[src/rtl/execute_issue_pkg.sv]
// Shared types for the ID/EX issue stage: operand-1 source select,
// forwarding source and the ALU EXECOP codes.
package execute_issue_pkg;

    typedef enum logic [1:0] {
        OP1_RS1  = 2'd0,
        OP1_PC   = 2'd1,
        OP1_ZERO = 2'd2
    } op1_sel_e;

    typedef enum logic [1:0] {
        FWD_REGFILE = 2'd0,
        FWD_EX      = 2'd1,
        FWD_MEM     = 2'd2,
        FWD_WB      = 2'd3
    } fwd_src_e;

    typedef enum logic [3:0] {
        EXECOP_ADD  = 4'd0,
        EXECOP_SUB  = 4'd1,
        EXECOP_SLL  = 4'd2,
        EXECOP_SLT  = 4'd3,
        EXECOP_SLTU = 4'd4,
        EXECOP_XOR  = 4'd5,
        EXECOP_SRL  = 4'd6,
        EXECOP_SRA  = 4'd7,
        EXECOP_OR   = 4'd8,
        EXECOP_AND  = 4'd9
    } execop_e;

    // The reserved select value 3 reads rs1, so only PC and ZERO leave it unused.
    function automatic logic uses_rs1(input logic [1:0] sel);
        return !((sel == OP1_PC) || (sel == OP1_ZERO));
    endfunction

endpackage

[src/rtl/execute_issue_operand_forward.sv]
// Resolves one source register against the EX, MEM and WB producers and
// flags a stall when the value is still coming from a load.
module execute_issue_operand_forward
    import execute_issue_pkg::*;
#(
    parameter int XLEN   = 32,
    parameter int REG_AW = 5
) (
    input  logic              used,
    input  logic [REG_AW-1:0] addr,
    input  logic [XLEN-1:0]   rf_data,
    input  logic              ex_valid,
    input  logic              ex_we,
    input  logic              ex_load,
    input  logic [REG_AW-1:0] ex_addr,
    input  logic [XLEN-1:0]   ex_data,
    input  logic              mem_we,
    input  logic              mem_data_valid,
    input  logic [REG_AW-1:0] mem_addr,
    input  logic [XLEN-1:0]   mem_data,
    input  logic              wb_we,
    input  logic [REG_AW-1:0] wb_addr,
    input  logic [XLEN-1:0]   wb_data,
    output logic [XLEN-1:0]   data,
    output logic              stall
);

    logic     nonzero;
    logic     ex_hit;
    logic     mem_hit;
    logic     wb_hit;
    fwd_src_e src;

    assign nonzero = |addr;
    assign ex_hit  = nonzero & ex_valid & ex_we & (ex_addr == addr);
    assign mem_hit = nonzero & mem_we & (mem_addr == addr);
    assign wb_hit  = nonzero & wb_we & (wb_addr == addr);

    // A load in EX or an unfinished load in MEM has no value to give yet.
    assign stall = used & ((ex_hit & ex_load) | (mem_hit & !mem_data_valid));

    always_comb begin
        src = FWD_REGFILE;
        if (!stall) begin
            if (ex_hit & !ex_load) begin
                src = FWD_EX;
            end else if (mem_hit) begin
                src = FWD_MEM;
            end else if (wb_hit) begin
                src = FWD_WB;
            end
        end
    end

    always_comb begin
        data = '0;
        case (src)
            FWD_EX:      data = ex_data;
            FWD_MEM:     data = mem_data;
            FWD_WB:      data = wb_data;
            default:     data = nonzero ? rf_data : '0;
        endcase
    end

endmodule

[src/rtl/execute_issue.sv]
// ID/EX issue stage: forwards rs1/rs2, selects ALU operands, stalls on
// load-use and registers the instruction for the ALU.
module execute_issue
    import execute_issue_pkg::*;
#(
    parameter int XLEN   = 32,
    parameter int REG_AW = 5
) (
    input  logic              clk_i,
    input  logic              rst_ni,
    input  logic              flush_i,
    input  logic              dec_valid_i,
    output logic              dec_ready_o,
    input  logic [3:0]        dec_ctrl_i,
    input  logic [XLEN-1:0]   dec_pc_i,
    input  logic [XLEN-1:0]   dec_imm_i,
    input  logic [1:0]        dec_op1_sel_i,
    input  logic              dec_op2_imm_i,
    input  logic [REG_AW-1:0] dec_rs1_addr_i,
    input  logic [REG_AW-1:0] dec_rs2_addr_i,
    input  logic [XLEN-1:0]   dec_rs1_data_i,
    input  logic [XLEN-1:0]   dec_rs2_data_i,
    input  logic [REG_AW-1:0] dec_rd_addr_i,
    input  logic              dec_rd_we_i,
    input  logic              dec_is_load_i,
    input  logic              dec_is_store_i,
    input  logic [XLEN-1:0]   ex_result_i,
    input  logic [REG_AW-1:0] mem_rd_addr_i,
    input  logic              mem_rd_we_i,
    input  logic [XLEN-1:0]   mem_data_i,
    input  logic              mem_data_valid_i,
    input  logic [REG_AW-1:0] wb_rd_addr_i,
    input  logic              wb_rd_we_i,
    input  logic [XLEN-1:0]   wb_data_i,
    output logic              ex_valid_o,
    input  logic              ex_ready_i,
    output logic [3:0]        ctrl_o,
    output logic [XLEN-1:0]   operand1_o,
    output logic [XLEN-1:0]   operand2_o,
    output logic [XLEN-1:0]   store_data_o,
    output logic [XLEN-1:0]   pc_o,
    output logic [REG_AW-1:0] rd_addr_o,
    output logic              rd_we_o,
    output logic              is_load_o,
    output logic              is_store_o
);

    // Handshakes: decode->stage transfers when dec_valid_i & dec_ready_o,
    // stage->EX transfers when ex_valid_o & ex_ready_i; valid never waits on ready.

    logic            adv;
    logic            hz;
    logic            take;
    logic            use1;
    logic            use2;
    logic            stall1;
    logic            stall2;
    logic [XLEN-1:0] rs1_val;
    logic [XLEN-1:0] rs2_val;
    logic [XLEN-1:0] op1_next;
    logic [XLEN-1:0] op2_next;

    assign adv  = !ex_valid_o | ex_ready_i;
    assign use1 = uses_rs1(dec_op1_sel_i);
    assign use2 = !dec_op2_imm_i | dec_is_store_i;

    execute_issue_operand_forward #(.XLEN(XLEN), .REG_AW(REG_AW)) u_fwd_rs1 (
        .used           (use1),
        .addr           (dec_rs1_addr_i),
        .rf_data        (dec_rs1_data_i),
        .ex_valid       (ex_valid_o),
        .ex_we          (rd_we_o),
        .ex_load        (is_load_o),
        .ex_addr        (rd_addr_o),
        .ex_data        (ex_result_i),
        .mem_we         (mem_rd_we_i),
        .mem_data_valid (mem_data_valid_i),
        .mem_addr       (mem_rd_addr_i),
        .mem_data       (mem_data_i),
        .wb_we          (wb_rd_we_i),
        .wb_addr        (wb_rd_addr_i),
        .wb_data        (wb_data_i),
        .data           (rs1_val),
        .stall          (stall1)
    );

    execute_issue_operand_forward #(.XLEN(XLEN), .REG_AW(REG_AW)) u_fwd_rs2 (
        .used           (use2),
        .addr           (dec_rs2_addr_i),
        .rf_data        (dec_rs2_data_i),
        .ex_valid       (ex_valid_o),
        .ex_we          (rd_we_o),
        .ex_load        (is_load_o),
        .ex_addr        (rd_addr_o),
        .ex_data        (ex_result_i),
        .mem_we         (mem_rd_we_i),
        .mem_data_valid (mem_data_valid_i),
        .mem_addr       (mem_rd_addr_i),
        .mem_data       (mem_data_i),
        .wb_we          (wb_rd_we_i),
        .wb_addr        (wb_rd_addr_i),
        .wb_data        (wb_data_i),
        .data           (rs2_val),
        .stall          (stall2)
    );

    assign hz          = stall1 | stall2;
    assign dec_ready_o = adv & !hz & !flush_i;
    assign take        = dec_valid_i & dec_ready_o;

    always_comb begin
        op1_next = rs1_val;
        case (dec_op1_sel_i)
            OP1_PC:   op1_next = dec_pc_i;
            OP1_ZERO: op1_next = '0;
            default:  op1_next = rs1_val;
        endcase
        op2_next = dec_op2_imm_i ? dec_imm_i : rs2_val;
    end

    always_ff @(posedge clk_i or negedge rst_ni) begin
        if (!rst_ni) begin
            ex_valid_o <= 1'b0;
        end else if (flush_i) begin
            ex_valid_o <= 1'b0;
        end else if (take) begin
            ex_valid_o <= 1'b1;
        end else if (adv) begin
            ex_valid_o <= 1'b0;
        end
    end

    // Payload only moves on acceptance; bubbles leave it stale behind ex_valid_o=0.
    always_ff @(posedge clk_i or negedge rst_ni) begin
        if (!rst_ni) begin
            ctrl_o       <= EXECOP_ADD;
            operand1_o   <= '0;
            operand2_o   <= '0;
            store_data_o <= '0;
            pc_o         <= '0;
            rd_addr_o    <= '0;
            rd_we_o      <= 1'b0;
            is_load_o    <= 1'b0;
            is_store_o   <= 1'b0;
        end else if (take) begin
            ctrl_o       <= dec_ctrl_i;
            operand1_o   <= op1_next;
            operand2_o   <= op2_next;
            store_data_o <= rs2_val;
            pc_o         <= dec_pc_i;
            rd_addr_o    <= dec_rd_addr_i;
            rd_we_o      <= dec_rd_we_i;
            is_load_o    <= dec_is_load_i;
            is_store_o   <= dec_is_store_i;
        end
    end

endmodule
[config.mk]
export PLATFORM = sky130hd
export DESIGN_NAME = execute_issue
export DESIGN_NICKNAME = d
export VERILOG_FILES = /design/src/rtl/execute_issue_pkg.sv /design/src/rtl/execute_issue_operand_forward.sv /design/src/rtl/execute_issue.sv
export SDC_FILE = /design/constraint.sdc
export NUM_CORES = 1
export LEC_CHECK = 0
export ABC_CLOCK_PERIOD_IN_PS = 7000
export CORE_AREA = 2 2 159 161
export DETAILED_ROUTE_END_ITERATION = 8
export DIE_AREA = 0 0 161 163
export GPL_TIMING_DRIVEN = 0
export PLACE_DENSITY = 0.78
export SLEW_MARGIN = 25
export SYNTH_ARGS = -nofsm -noshare
export SYNTH_HDL_FRONTEND = slang
export SYNTH_SLANG_ARGS = --single-unit
[constraint.sdc]
create_clock -name clk_i -period 7 [get_ports clk_i]
set_clock_uncertainty 0.15 [all_clocks]
set_input_delay 0.7 -clock clk_i [delete_from_list [all_inputs] [get_ports clk_i]]
set_output_delay 0.7 -clock clk_i [all_outputs]
set_load 0.01 [all_outputs]
## Yosys cells after proc, flatten, opt, wreduce, memory -nomap -nowiden

Index checks and enable logic that the tools add are counted.

- Eq/ne operators: 14
- Multiplexer cells: 17
- Bitwise operators: 30
- Reductions and logical operators: 11

Operators by type and width:

| cell | count |
|---|---|
| case mux 32 bit (3 select lines) | 2 |
| two-way mux 32 bit | 3 |
| case mux 32 bit (2 select lines) | 1 |
| == test 5 bit | 6 |
| AND 1 bit | 25 |
| two-way mux 2 bit | 8 |
| == test 2 bit (second input constant) | 5 |
| OR reduction 5 bit | 2 |
| zero test 1 bit | 7 |
| == test 2 x 1 -> 1 bit (second input constant) | 3 |
| OR 1 bit | 5 |
| two-way mux 1 bit | 3 |
| nonzero test 3 bit | 1 |
| logical OR 1 bit | 1 |

- Register bits: 141
- Input port bits: 267
- Output and inout port bits: 142
- Word-level logic and storage cells: 82

## Depth between registers and ports, before layout

Gate-level depths: netlist (run 1).

- Word-level depth: 14
- Gate-level depth with buffers: 11
- Depth with buffers taken out: 8

## By module

A second synthesis (run 1) with hierarchy kept.

- Cells, all modules: 700
- Area total of the unflattened synthesis: 8485.6 µm²

By module, submodules not included:

| module | times used | cells each | area each (µm²) |
|---|---|---|---|
| execute_issue | 1 | 446 | 6448.7 |
| execute_issue_operand_forward | 2 | 127 | 1018.5 |

## Least setup slack after synthesis (run 1)

OpenSTA, ideal clock, no wires.

- Path kind: input -> register
- Start point: in dec_rs1_addr_i[0]
- End point: reg operand2_o[30]
- Library setup time: 0.133 ns
- Arrival time: 2.536 ns
- Required time: 6.717 ns
- Path slack: 4.181 ns
- Stages on the path: 10
- Buffers on the path: 2
- Cell sequence: nor4_4 a211oi_1 and3_1 o21a_1 nor4b_4 nand2_2 clkbuf_1 buf_2 nand2_1 o211ai_1

- Word-level cells in the longest chain between the ends: 12
- Elaborated cells on any way between the ends: 17
- Classes of those cells: eq/ne: 2; bitwise: 13; reduce/logical: 2

RTL lines:

| what | RTL line | text |
|---|---|---|
| from (decl) | execute_issue.sv:19 | `input logic [REG_AW-1:0] dec_rs1_addr_i,` |
| OR reduction 5 bit | execute_issue_operand_forward.sv:34 | `assign nonzero = \|addr;` |
| AND 1 bit (3 in a row) | execute_issue_operand_forward.sv:35 | `assign ex_hit = nonzero & ex_valid & ex_we & (ex_addr == addr);` |
| AND 1 bit | execute_issue_operand_forward.sv:40 | `assign stall = used & ((ex_hit & ex_load) \| (mem_hit & !mem_data_valid));` |
| OR 1 bit (*) | execute_issue_operand_forward.sv:40 |  |
| AND 1 bit (*) | execute_issue_operand_forward.sv:40 |  |
| OR 1 bit (*) | execute_issue.sv:107 | `assign hz = stall1 \| stall2;` |
| zero test 1 bit (*) | execute_issue.sv:108 | `assign dec_ready_o = adv & !hz & !flush_i;` |
| AND 1 bit (*) (2 in a row) | execute_issue.sv:108 |  |
| named net dec_ready_o | execute_issue.sv:13 | `output logic dec_ready_o,` |
| AND 1 bit (*) | execute_issue.sv:109 | `assign take = dec_valid_i & dec_ready_o;` |
| to (signal assigned) | execute_issue.sv:148 | `operand2_o <= op2_next;` |
| to (decl) | execute_issue.sv:39 | `output logic [XLEN-1:0] operand2_o,` |

The timed path passes the listed nets; every way through them passes the cells marked *.
A chain may end at the register's enable or synchronous reset.

## Worst setup path in the final report (run 1)

- Start point: in dec_rs1_addr_i[0]
- End point: out dec_ready_o

- Word-level cells in the longest chain between the ends: 11
- Elaborated cells on any way between the ends: 16
- Classes of those cells: eq/ne: 2; bitwise: 12; reduce/logical: 2

RTL lines:

| what | RTL line |
|---|---|
| OR reduction 5 bit | execute_issue_operand_forward.sv:34 |
| AND 1 bit (3 in a row) | execute_issue_operand_forward.sv:35 |
| AND 1 bit | execute_issue_operand_forward.sv:40 |
| OR 1 bit (*) | execute_issue_operand_forward.sv:40 |
| AND 1 bit (*) | execute_issue_operand_forward.sv:40 |
| OR 1 bit (*) | execute_issue.sv:107 |
| zero test 1 bit (*) | execute_issue.sv:108 |
| AND 1 bit (*) (2 in a row) | execute_issue.sv:108 |
| to (decl) | execute_issue.sv:13 |

Mark *: on every way between the ends. The rest lies on a longest branch, timed or not.

==> results of run 1 <==
[final cells by class]
cell class | instances | area [µm²] | share of cell area, %
Timing Repair Buffer | 408 | 4110 | 31.2
Multi-Input combinational cell | 664 | 4050 | 30.7
Inverter | 35 | 131 | 0.998
Clock inverter | 15 | 150 | 1.14
Sequential cell | 141 | 3530 | 26.8
Clock buffer | 17 | 425 | 3.23
Tap cell | 330 | 413 | 3.14
Buffer | 69 | 358 | 2.72
[flip-flops by register name, summed over array words and instances, names as in the netlist, 4 cells and up]
signal / flops
operand1_o: 32
operand2_o: 32
pc_o: 32
store_data_o: 32
rd_addr_o: 5
ctrl_o: 4
[per-layer routing]
layer,share of wire (%),vias to the layer above
met3,7.9,62
met5,0,-
met1,40,4393
li1,-,4073
met2,50,466
met4,2.8,0
[per-stage QoR]
stage | utilization [%] | hold slack [ps] | setup slack, ps
global placement | 50.8 | 307 | -850
finish | 53.3 | 48.9 | 2900
CTS | 53.3 | 70.8 | 2920
detailed placement | 51.0 | 312 | 2580
global route | 53.3 | 79.8 | 2820
floorplan | - | 254 | 4180
[path summary, 6_finish.rpt]
kind / from / end / slack, ps
max in group asynchronous: rst_ni / ex_valid_o / 5840
min in group clk_i: pc_o[12] / pc_o[12] / 330
min: rst_ni / operand2_o[11] / 50
max reg2reg: rd_addr_o[1] / operand1_o[17] / 3460
min reg2reg: pc_o[12] / pc_o[12] / 330
max: dec_rs1_addr_i[0] / dec_ready_o / 2900
[synthesized netlist by cell type, types with 8 or more instances]
library cell	instances	area, µm²
nor2_1	35	131
nand2_1	262	983
xor2_1	20	175
a221oi_1	32	280
inv_1	35	131
nand3_1	67	335
xnor2_1	10	87.6
o221a_2	32	360
o21ai_1	29	145
buf_2	25	125
clkbuf_1	34	128
dfrtp_1	141	3530
o211ai_1	61	458
buf_6	8	90.1
mux2i_1	64	641
[kinds of logic after synthesis]
logic type	count (synthesis)	share of synthesized area [%]
AO/OA/AOI/OAI	173	17.5
adder cells (fa/ha/maj)	1	0.155
XOR/XNOR	30	3.26
buffers and inverters	104	6.08
AND/OR/NAND/NOR	396	21.2
multiplexers	64	7.96
flip-flops	141	43.8
[power groups by stage]
| stage | Combinational (mW) | Sequential, mW | Clock, mW |
|---|---|---|---|
| finish | 0.937 | 1.04 | 0.922 |
| floorplan | 0.266 | 1.11 | 0 |
| global placement | 0.921 | 1.05 | 0 |
| CTS | 0.941 | 1.04 | 0.928 |
| global route | 1.00 | 1.06 | 0.967 |
| detailed placement | 0.937 | 1.06 | 0 |
==> flow_summary.toml, run 1 <==
[place]
place_area_um2 = 12600
dp.cells = 1647
hpwlAfterDp_um = 29900
place_congestion = 0.913
port_buffers = 407

[setup_path]
crit_top_cell = "clkdlybuf4s50_1"
cp.required_ps = 6150
path_buf_inv = 2
slowest_stage = "clkdlybuf4s50_1"
path_delay_family = "buffers and inverters"
cp_max_fo = 4
crit_arrival_ps = 3250
ff2ff_path_depth = 9
path_cells = "clkdlybuf4s50_1 -> nor4_4 -> a211oi_1 -> and3_1 -> o21a_1 -> nor4b_4 -> clkdlybuf4s50_1"
crit_type = "in2out"
cp.depth = 7
cp-end-kind = "output pin"
cp-start-kind = "primary input"
cpPeakStageDelay_ps = 660

[drt]
routed_wl_um = 38100
detail_route.wl_per_cell_um = 22.7
antenna_left = 0
drc = 0
first_pass_iters = 8
drtIter0Drc = 675
routed_via_density = 5.36
vias = 8994

[grt]
grt_busiest_layer = "met2"
grt_pass1_vias = 9241
track_usage_pct = 28.5
grtUsageMet3_pct = 7.33
grt_pass1_wl_um = 55700
globalRoute.totalOverflow = 0
grt_antenna_before_repair = 0
grt_max_degree = 82
use_met1_pct = 33.8
met2_usage_pct = 50.2

[finish]
n_antenna_cell = 0
area_growth_syn_to_layout_pct = 63.4
layout-drive-gt1-share_pct = 8.45
fin_area_um2 = 13200
n_fill_cell = 2308
finalNonFillerCells = 1679
layout_common_cells = "clkdlybuf4s50_1 (406), nand2_1 (262), dfrtp_1 (141)"
fin_nets = 1604
final_common_cell = "clkdlybuf4s50_1"

[die]
fp.dieH_um = 163
io_pins = 409
core_area_um2 = 24700
die_area_um2 = 26200
die_x_um = 161
rows = 58
initial_utilization_pct = 32.6

[sta]
fmax_mhz = 244
post-route-period-util_pct = 58.6
finalSetupTns_ps = 0
tightest_slew_ps = 858
rsz0062_at_grt = "false"
finalSetupViolations = 0
finalMaxSlewViolations = 0
slew_headroom_pct = 42.8
layout_min_cycle_time_ps = 4100
hold_viol = 0

[clock_tree]
cts_resized = 0
ctsRootBufferMaster = "clkbuf_16"
cts_tree = "yes"
clk_latency_ps = 430
htree_levels = 4
postCtsHoldBufs = 0
cts.reportedPaths.clkPinSlew_ps = 70
clock-sinks = 141
clk_path_buf_depth = 2
cts_buffers = 17
cts_setup_buffers = 0

[synthesis]
synth-async-reset-ratio_pct = 100
syn-num-nets = 1177
synth_cell_types = 43
netlist_instances = 909
ys.flop_type = "dfrtp_1"
synth_edf_count = 0
synth-seq-area-share_pct = 43.8
synth_seq_cells = 141
ys_warn_count = 0
mappedNetlistArea_um2 = 8050
avgSynthCellArea_um2 = 8.86

[power]
vdd_drop_max_mv = 0.128
combinationalPowerShare_pct = 32.3
power.density_nw_per_um2 = 221
p_sw_share_pct = 32.1
leakagePower_nw = 5.63
power.share.sequential_pct = 36.0
power_frac_clock_pct = 31.7
p_int_mw = 1.97
p_sw_uw = 933
power_mw = 2.90

[job]
maxCapViolCount = 0

[outcome]
status = "finished clean"

[worst_hold_path]
hp-class = "in2async"
Power figures use the tool's default switching activity.
==> inputs of run 2 (changes only) <==
- ABC_CLOCK_PERIOD_IN_PS: 7000 -> 3900
- clock period: 7 -> 3.9 ns (I/O delays scaled with it)
==> flow_summary.toml, run 2 (synthesized netlist as in run 1, its figures left out) <==
[outcome]
status = "finished clean"

[die]
fp.dieH_um = 163
initial_utilization_pct = 32.6
core_area_um2 = 24700
die_area_um2 = 26200
die_x_um = 161
rows = 58
io_pins = 409

[power]
power.density_nw_per_um2 = 396
leakagePower_nw = 5.64
p_sw_share_pct = 32.1
p_int_mw = 3.54
p_sw_mw = 1.67
combinationalPowerShare_pct = 32.3
vdd_drop_max_mv = 0.229
power.share.sequential_pct = 36.0
power_frac_clock_pct = 31.7

[drt]
routed_wl_um = 38200
drc = 0
detail_route.wl_per_cell_um = 22.8
routed-wl-met2_um = 19000
dr_wl_met3_um = 2990
first_pass_iters = 5
drtIter0Drc = 657
vias = 9020
antenna_left = 0
wl_met1_um = 15100
routed_via_density = 5.37
highest_layer = "met4"

[grt]
grt_antenna_before_repair = 0
grt_max_degree = 82
grt_pass1_wl_um = 55700
track_usage_pct = 28.5
grt_pass1_vias = 9253
globalRoute.totalOverflow = 0

[place]
place_congestion = 0.913
dp.cells = 1647
port_buffers = 407
place_worst_setup_slack_ps = -208
hpwlAfterDp_um = 29900

[setup_path]
cp_max_fo = 10
slowest_stage = "clkdlybuf4s50_1"
path_cells = "clkdlybuf4s50_1 -> xor2_1 -> nor3_1 -> and3_1 -> nor2_1 -> o22ai_2 -> o211a_1 -> clkbuf_1 -> a221oi_1 -> o211ai_1"
cp-start-kind = "primary input"
cp-end-kind = "register"
cpPeakStageDelay_ps = 570
crit_arrival_ps = 3940
crit_type = "in2reg"
cp.required_ps = 4080

[finish]
layout-drive-gt1-share_pct = 8.44
area_growth_syn_to_layout_pct = 63.6
final_common_cell = "clkdlybuf4s50_1"
fin_nets = 1605
layout_common_cells = "clkdlybuf4s50_1 (406), nand2_1 (262), dfrtp_1 (141)"
n_antenna_cell = 0
utilization_pct = 53.4
finalNonFillerCells = 1680

[clock_tree]
cts.reportedPaths.clkPinSlew_ps = 70
clock-sinks = 141
htree_levels = 4
clk_path_buf_depth = 2
cts_buffers = 17
cts_tree = "yes"
postCtsHoldBufs = 1
cts_resized = 0
ctsRootBufferMaster = "clkbuf_16"
clk_latency_ps = 430
cts_setup_buffers = 0

[sta]
holdWs_ps = 327
tightest_slew_ps = 850
fmax_mhz = 266
hold_viol = 0
layout_min_cycle_time_ps = 3760
rsz0062_at_grt = "false"
finalMaxSlewViolations = 0
slew_headroom_pct = 43.3
finalSetupViolations = 0
post-route-period-util_pct = 96.4
finalSetupTns_ps = 0
timing.final.ws_setup_ps = 140

[worst_hold_path]
hp-class = "reg2reg"

[job]
maxCapViolCount = 0
## run 2: metrics by stage
| stage | area (µm²) | power, mW |
|---|---|---|
| 2_1_floorplan | 8050 | 2.48 |
| 3_3_place_gp | 12500 | 3.54 |
| 3_5_place_dp | 12600 | 3.58 |
| 4_1_cts | 13200 | 5.23 |
| 5_1_grt | 13200 | 5.44 |
| 6_report | 13200 | 5.21 |
## run 2: worst max-delay path, delay by kind of cell
family | cells | cell delay (ps)
buffers and inverters | 2 | 1100
AND/OR/NAND/NOR | 3 | 730
XOR/XNOR | 1 | 230
AO/OA/AOI/OAI | 4 | 1470
## run 2: final timing paths
path,from,to,slack [ps],depth (start not counted)
min in group asynchronous,rst_ni,operand2_o[11],350,2
hold / removal,pc_o[12],pc_o[12],330,2
max in group asynchronous,rst_ni,ex_valid_o,2440,3
hold reg to reg,pc_o[12],pc_o[12],330,2
setup reg to reg,rd_addr_o[1],operand1_o[17],350,9
setup / recovery,dec_rs1_addr_i[3],operand1_o[17],140,10
## run 2: metal layers
metal  vias to the layer above  GRT usage, %
met5                         -             0
met4                         0          9.58
met3                        66          7.33
met2                       449          50.3
met1                      4424          33.8
li1                       4081             -
## run 2: power by group through the flow
stage / sequential (mW) / combinational, mW / clock, mW
after floorplan: 2.00 / 0.478 / 0
after global placement: 1.89 / 1.65 / 0
after detailed placement: 1.90 / 1.68 / 0
after CTS: 1.87 / 1.69 / 1.67
after global routing: 1.90 / 1.80 / 1.74
final: 1.88 / 1.68 / 1.65
## run 2: area by class of cell
class	count	area, µm²
clock inverter	15	150
sequential	141	3530
clock buffer	17	425
multi-input combinational	664	4050
fill	2307	11500
tap	330	413
buffer	69	358
inverter	35	131
timing repair buffer	409	4120
